File: config.mk
export PLATFORM = sky130hd
export DESIGN_NAME = dram_sequencer
export DESIGN_NICKNAME = d
export VERILOG_FILES = /design/src/rtl/dram_sequencer.sv
export SDC_FILE = /design/constraint.sdc
export NUM_CORES = 1
export LEC_CHECK = 0
export ABC_AREA = 1
export ABC_CLOCK_PERIOD_IN_PS = 1650
export CAP_MARGIN = 20
export CORE_MARGIN = 2
export CORE_UTILIZATION = 43
export CTS_CLUSTER_SIZE = 24
export DETAILED_ROUTE_END_ITERATION = 10
export GPL_TIMING_DRIVEN = 0
export PLACE_DENSITY = 0.76
export SKIP_LAST_GASP = 1
export SYNTH_ARGS = -nofsm -noshare
export SYNTH_HDL_FRONTEND = slang
export SYNTH_SLANG_ARGS = --single-unit
File: constraint.sdc
create_clock -name CLK -period 1.65 [get_ports CLK]
set_input_delay 0.2475 -clock CLK [delete_from_list [all_inputs] [get_ports CLK]]
set_output_delay 0.2475 -clock CLK [all_outputs]
set_load 0.02 [all_outputs]
File: src/rtl/dram_sequencer.sv
// DRAM timing engine for the Zorro II FastRAM card: RAS/CAS/WE sequencing plus CAS-before-RAS refresh.
// Access ACK arrives 2 cycles after a qualified request; each queued refresh ahead of it adds 5 cycles.
module dram_sequencer #(
  parameter int REFRESH_INTERVAL = 108,
  parameter int MAX_PENDING      = 4
) (
  input  logic        CLK,
  input  logic        RESETn,
  input  logic        REQ,
  input  logic        ASn,
  input  logic        RWn,
  input  logic        UDSn,
  input  logic        LDSn,
  input  logic [22:1] ADDR,
  output logic [9:0]  MADDR,
  output logic [3:0]  RASn,
  output logic        UCASn,
  output logic        LCASn,
  output logic        MEMWn,
  output logic        ACK,
  output logic        REF_BUSY
);

  localparam int TW = $clog2(REFRESH_INTERVAL);
  localparam int PW = $clog2(MAX_PENDING + 1);

  typedef enum logic [2:0] {IDLE, ROW, COL, PRE, REF_CAS, REF_RAS1, REF_RAS2} state_t;

  state_t        state;
  logic [TW-1:0] timer;
  logic [PW-1:0] pending;
  logic          tick;
  logic          pend_full;
  logic          ref_start;

  assign tick      = (timer == TW'(REFRESH_INTERVAL - 1));
  assign pend_full = (pending == PW'(MAX_PENDING));
  // A full backlog beats a waiting access; otherwise refresh only fills idle bus time.
  assign ref_start = (state == IDLE) && (pend_full || (!(REQ && !ASn) && (pending != '0)));

  // ADDR[22:21] = 01,10,11,00 map to RASn bit 0,1,2,3.
  function automatic logic [3:0] bank_ras(input logic [1:0] b);
    return ~(4'b0001 << (b - 2'd1));
  endfunction

  always_ff @(posedge CLK or negedge RESETn) begin
    if (!RESETn) begin
      timer   <= '0;
      pending <= '0;
    end else begin
      timer <= tick ? '0 : timer + TW'(1);
      if (ref_start && !tick)
        pending <= pending - PW'(1);
      else if (tick && !ref_start && !pend_full)
        pending <= pending + PW'(1);
    end
  end

  always_ff @(posedge CLK or negedge RESETn) begin
    if (!RESETn) begin
      state    <= IDLE;
      MADDR    <= '0;
      RASn     <= 4'hF;
      UCASn    <= 1'b1;
      LCASn    <= 1'b1;
      MEMWn    <= 1'b1;
      ACK      <= 1'b0;
      REF_BUSY <= 1'b0;
    end else begin
      case (state)
        IDLE: begin
          MADDR <= ADDR[20:11];
          if (ref_start) begin
            state    <= REF_CAS;
            UCASn    <= 1'b0;
            LCASn    <= 1'b0;
            MEMWn    <= 1'b1;
            REF_BUSY <= 1'b1;
          end else if (REQ && !ASn) begin
            state <= ROW;
            RASn  <= bank_ras(ADDR[22:21]);
          end
        end
        ROW: begin
          MADDR <= ADDR[10:1];
          if (ASn) begin
            state <= PRE;
            RASn  <= 4'hF;
            MEMWn <= 1'b1;
          end else begin
            state <= COL;
            MEMWn <= RWn;
            ACK   <= 1'b1;
            UCASn <= UDSn;
            LCASn <= LDSn;
          end
        end
        COL: begin
          if (ASn) begin
            state <= PRE;
            RASn  <= 4'hF;
            UCASn <= 1'b1;
            LCASn <= 1'b1;
            MEMWn <= 1'b1;
            ACK   <= 1'b0;
          end else begin
            // Strobes latch low once seen so late write strobes still get CAS.
            UCASn <= UCASn & UDSn;
            LCASn <= LCASn & LDSn;
            MEMWn <= RWn;
          end
        end
        PRE: begin
          state <= IDLE;
          RASn  <= 4'hF;
          UCASn <= 1'b1;
          LCASn <= 1'b1;
          MEMWn <= 1'b1;
          ACK   <= 1'b0;
        end
        REF_CAS: begin
          state <= REF_RAS1;
          RASn  <= 4'h0;
        end
        REF_RAS1: state <= REF_RAS2;
        REF_RAS2: begin
          state    <= PRE;
          RASn     <= 4'hF;
          UCASn    <= 1'b1;
          LCASn    <= 1'b1;
          REF_BUSY <= 1'b0;
        end
        default: state <= IDLE;
      endcase
    end
  end

endmodule

Yosys cells after proc, flatten, opt, wreduce, memory -nomap -nowiden
Index checks and enable logic that the tools add are counted.
W data, S select, Z words.
{"block": "op_classes", "addsub": 4, "eq_ne": 15, "shift": 1, "n_mux": 27, "bitwise_logic": 3, "reduce_logical": 29}
{"operator": "$pmux W10 S2", "count": 1}
{"operator": "$pmux W3 S6", "count": 1}
{"operator": "$pmux W4 S4", "count": 1}
{"operator": "$mux W3", "count": 5}
{"operator": "$eq A3 B3 Y1 const B", "count": 4}
{"operator": "$mux W4", "count": 3}
{"operator": "$mux W1", "count": 10}
{"operator": "$reduce_bool A3 Y1", "count": 3}
{"operator": "$ne A2 B2 Y1 const B", "count": 4}
{"operator": "$pmux W1 S4", "count": 2}
{"operator": "$reduce_bool A4 Y1", "count": 2}
{"operator": "$add A7 B1 Y7 const B", "count": 1}
{"operator": "$eq A7 B7 Y1 const B", "count": 1}
{"operator": "$mux W7", "count": 1}
{"operator": "$eq A3 B2 Y1 const B", "count": 2}
{"operator": "$logic_and A1 B1 Y1", "count": 6}
{"operator": "$pmux W1 S3", "count": 2}
{"operator": "$reduce_and A2 Y1", "count": 3}
{"operator": "$reduce_and A3 Y1", "count": 2}
{"operator": "$reduce_bool A2 Y1", "count": 3}
{"operator": "$logic_not A1 Y1", "count": 5}
{"operator": "$ne A2 B1 Y1 const B", "count": 2}
{"operator": "$not A4 Y4", "count": 1}
{"operator": "$reduce_and A4 Y1", "count": 1}
{"operator": "11 further kinds", "count": 13}
{"block": "totals", "register_bits": 32, "elab_cells": 89}

Depth between registers and ports, before layout
{"block": "logic_depth", "word_depth": 11, "depth_mapped": 11, "ltp_nobuf": 10}

Worst setup path before layout
OpenSTA, ideal clock, no wires.
{"block": "synth_timing", "path_kind": "flip-flop to flip-flop", "from": "reg state[2]", "to": "reg pending[2]", "setup_time_ps": 117, "t_arrival_ps": 1673, "required_ps": 1533, "path_slack_ps": -140, "path_stages_with_launch": 11, "synth_period_minus_slack_ps": 1790, "cell_sequence": "dfrtp_1 nor2_4 nand2_4 inv_4 buf_6 nand3_4 fa_1 inv_1 nand3_1 nand3_1 nand2_1"}
{"block": "synth_via", "elab_chain_cells": 6}
{"item": "from (decl)", "line": "29", "text": "state_t state;"}
{"item": "from (signal assigned)", "line": "61", "text": "state <= IDLE;"}
{"item": "from (signal assigned)", "line": "74", "text": "state <= REF_CAS;"}
{"item": "from (signal assigned)", "line": "80", "text": "state <= ROW;"}
{"item": "$logic_not A3 Y1 (*)", "line": "39", "text": "assign ref_start = (state == IDLE) && (pend_full || (!(REQ && !ASn) && (pending != '0)));"}
{"item": "$logic_and A1 B1 Y1 (*)", "line": "39"}
{"item": "$logic_not A1 Y1", "line": "54", "text": "else if (tick && !ref_start && !pend_full)"}
{"item": "$logic_and A1 B1 Y1 (2 in a row)", "line": "54"}
{"item": "$reduce_bool A2 Y1 (no line)"}
{"item": "to (signal assigned)", "line": "53", "text": "pending <= pending - PW'(1);"}
{"item": "to (signal assigned)", "line": "55", "text": "pending <= pending + PW'(1);"}
{"item": "to (decl)", "line": "31", "text": "logic [PW-1:0] pending;"}
Every way passes the cells marked *; elsewhere a longest branch is shown, timed or not.
A chain may end at the register's enable or synchronous reset.

Final worst setup path
{"block": "layout_timing", "from": "reg timer[0]", "to": "reg pending[1]"}
{"block": "layout_via", "elab_chain_cells": 4}
{"item": "from (decl)", "line": "30", "text": "logic [TW-1:0] timer;"}
{"item": "from (signal assigned)", "line": "51", "text": "timer <= tick ? '0 : timer + TW'(1);"}
{"item": "$eq A7 B7 Y1 (*)", "line": "36", "text": "assign tick = (timer == TW'(REFRESH_INTERVAL - 1));"}
{"item": "$logic_not A1 Y1 or $logic_and A1 B1 Y1 (tied branches)", "line": "52, 54"}
{"item": "$logic_and A1 B1 Y1 (on tied branches)", "line": "52, 54"}
{"item": "$mux W3 or $reduce_bool A2 Y1 (tied branches)"}
Marks and branches as above.

==> results.tsv <==
stage	metric	value	unit
status	violations	negative hold slack, negative setup slack	
status	status	finished, violations left	
place	dp_hpwl	2.63	mm
drt	wl_per_cell	11.8	um
cells_and_area	num-nets-final	312	
cells_and_area	drive_gt1_frac	0.216	
die	num_rows	22	
critical_path	timing.rr.start	timer[0]$_DFF_PN0_	
critical_path	arrival	1.87	ns
place	post-place-ws	-0.486	ns
sta	fin_skew	0.00699	ns
sta	slew_viol_final	0	
die	core-area	0.00372	mm2
sta	hold_viol	2	
yosys	synth.most_common_cell	nand2_1	
yosys	yosysTopAreaCell	dfrtp_1	
cells_and_area	final_util	0.650	
clock_network	path_clk_slew	0.07	ns
sta	slew_headroom	0.533	
sta	tightestPinTransition	0.701	ns
sta	holdWs	-0.00226	ns
yosys	synthArstFlopShare	1.00	
yosys	syn_inst	217	
clock_network	root_buffer	clkbuf_8	
yosys	syn_nets	248	
hold_path	hp-class	in -> async	
die	die_height	66.6	um
sta	period_share	1.02	
global_routing	grt_pass1_wl	6.26	mm
cells_and_area	final_cells	330	
die	die_area	0.00443	mm2
critical_path	r2r-end	pending[1]$_DFFE_PN0P_	
clock_network	worstSkewPairLatency	0.29	ns
place	gp_congestion	0.808	
place	io_buffers	47	
yosys	synth.distinct_cells	25	
global_routing	grt_use_total	0.191	
yosys	synth.area.top_cells	dfrtp_1 37%, nand2_1 15%, dfstp_2 11%, inv_1 5.6%, nand3_1 5.4%	
sta	tns	-0.0395	ns
sta	fin_crit	1.68	ns
critical_path	required	1.83	ns
yosys	synth_top_area_frac	0.372	
die	chipWidth	66.6	um
yosys	avgSynthCellArea	7.76	um2
clock_network	cts_tree	built	
yosys	synth.yosys.seq_area_share	0.481	
pwr	peakVddDrop	0.000953	V
drt	route.vias.total	1597	
drt	via_per_inst	4.84	
drt	ant_nets	0	
cells_and_area	syn2layout_area_growth	43.5	%
yosys	synth_seq_cells	32	
die	pin_count	48	
pwr	leakage	1.20	nW
critical_path	r2r_slack	-0.03	ns
sta	rsz0062_at_grt	yes	
critical_path	crit_fanout	3	
clock_network	clk_path_buf_depth	2	
yosys	synth_ff_type	dfrtp_1	
place	dp_cells	312	
clock_network	htreeDepth	2	
cells_and_area	antennaDiodeCount	0	
run	drv_cap	0	
global_routing	grt_max_degree	33	
clock_network	cts_inserted_buffers	5	
yosys	synth_edf_count	0	
clock_network	cts.sinks	32	
clock_network	ctsHoldBuffers	0	
sta	fmax	594	MHz
critical_path	end_kind	flop	
yosys	synth_commonest_cells	67 x nand2_1, 25 x dfrtp_1, 25 x inv_1	
global_routing	antenna_found_initial	0	
sta	finalSetupViolCount	2	
drt	drc_errors	0	
yosys	synth_area	0.00168	mm2
critical_path	r2r_cells	9	
critical_path	cp-start-kind	flop	
drt	firstDrtPassIters	4	
global_routing	grt_pass1_vias	1482	
die	initial_utilization	0.453	
drt	drt_wl_total	3.89	mm
sta	final.setup.worst_slack	-0.0332	ns
critical_path	crit_type	reg -> reg	
yosys	ys_warn_count	0	
pwr	cellPowerDensity	1850	mW/mm2
drt	drt_iter0_markers	90	
global_routing	gr-total-overflow	0	
==> power by group <==
group          leakage, nW  switching (W)  total, W  internal [W]
Clock               0.0510       0.000297  0.000630      0.000332
Combinational        0.777        0.00144   0.00245       0.00101
Sequential           0.371       0.000218   0.00138       0.00117
==> how the worst max path moves through the flow <==
stage                                     from                     end  slack (ns)  cells after the start
after global routing        timer[0]$_DFF_PN0_  pending[1]$_DFFE_PN0P_       -0.09                      9
after global placement                     ASn  pending[1]$_DFFE_PN0P_       -0.44                     10
after detailed placement                   ASn  pending[1]$_DFFE_PN0P_       -0.49                     10
after floorplan           state[1]$_DFFE_PN0P_  pending[1]$_DFFE_PN0P_       -0.13                      9
after CTS                   timer[1]$_DFF_PN0_  pending[1]$_DFFE_PN0P_       -0.03                      9
final                       timer[0]$_DFF_PN0_  pending[1]$_DFFE_PN0P_       -0.03                      9
==> cells in the final DEF, fill, tap and decap left out <==
cell type / n
clkinv_2: 2
o21ai_2: 1
dlygate4sd2_1: 8
nand2_1: 65
o21ai_0: 11
nor2_2: 1
o21ai_1: 3
inv_2: 8
nand2_2: 6
buf_2: 1
nand3_2: 6
dfrtp_2: 3
inv_1: 19
a21oi_1: 8
inv_8: 1
nor2_4: 1
clkbuf_8: 6
nand3_1: 14
and3_1: 1
nor2_1: 23
dfrtp_1: 22
dfstp_2: 7
nand3_4: 2
nand2_4: 2
buf_4: 12
fa_2: 1
nor3_1: 1
ha_2: 1
nand4_1: 5
clkdlybuf4s50_1: 38
o22ai_1: 3
==> area by class of cell <==
cell class | instances | area [um2]
Clock buffer | 6 | 82.6
Clock inverter | 2 | 10.0
Fill cell | 330 | 1300
Inverter | 28 | 113
Multi-Input combinational cell | 155 | 791
Sequential cell | 32 | 813
Tap cell | 48 | 60.1
Timing Repair Buffer | 59 | 546
==> routing by layer <==
metal  up-vias  wire length [um]  part of all wire  global-route usage
li1        820                 -                 -                   -
met1       716              1700              0.44               0.235
met2        54              1870              0.48               0.311
met3         7               250             0.064              0.0591
met4         0                68             0.017              0.0765
met5         -                 0                 0                   0
==> critical path, stage by stage (launching register included) <==
cell	delay [ns]
dfrtp_1	0.38
ha_2	0.20
nand2_2	0.06
inv_2	0.05
nand3_4	0.08
nand3_4	0.09
fa_2	0.57
inv_2	0.03
nand2_2	0.05
o21ai_2	0.04
==> stage by stage <==
stage | power [W] | area [um2]
after floorplan | 0.00293 | 1690
after CTS | 0.00442 | 2360
final | 0.00447 | 2410
after detailed placement | 0.00374 | 2210
after global routing | 0.00485 | 2410
after global placement | 0.00370 | 2220
==> sequential cells by signal (all words and copies together) (netlist names) <==
| name | count |
|---|---|
| MADDR | 10 |
| timer | 7 |
| RASn | 4 |
| pending | 3 |
| state | 3 |
| ACK | 1 |
| LCASn | 1 |
| MEMWn | 1 |
| REF_BUSY | 1 |
| UCASn | 1 |
==> repair_timing <==
item | 4_1_cts | 5_1_grt
setup buffers | 7 | 5
gates resized for setup | 20 | 8
pin swaps | 5 | 5
setup endpoints to repair | 9 | 2
==> kinds of logic after synthesis <==
kind of cell	share of synthesized area
adders and majority gates	0.0193
AOI/OAI and AO/OA	0.0796
buffers and inverters	0.0736
and+or+nand+nor	0.346
DFF	0.481
Power figures use the tool's default switching activity.
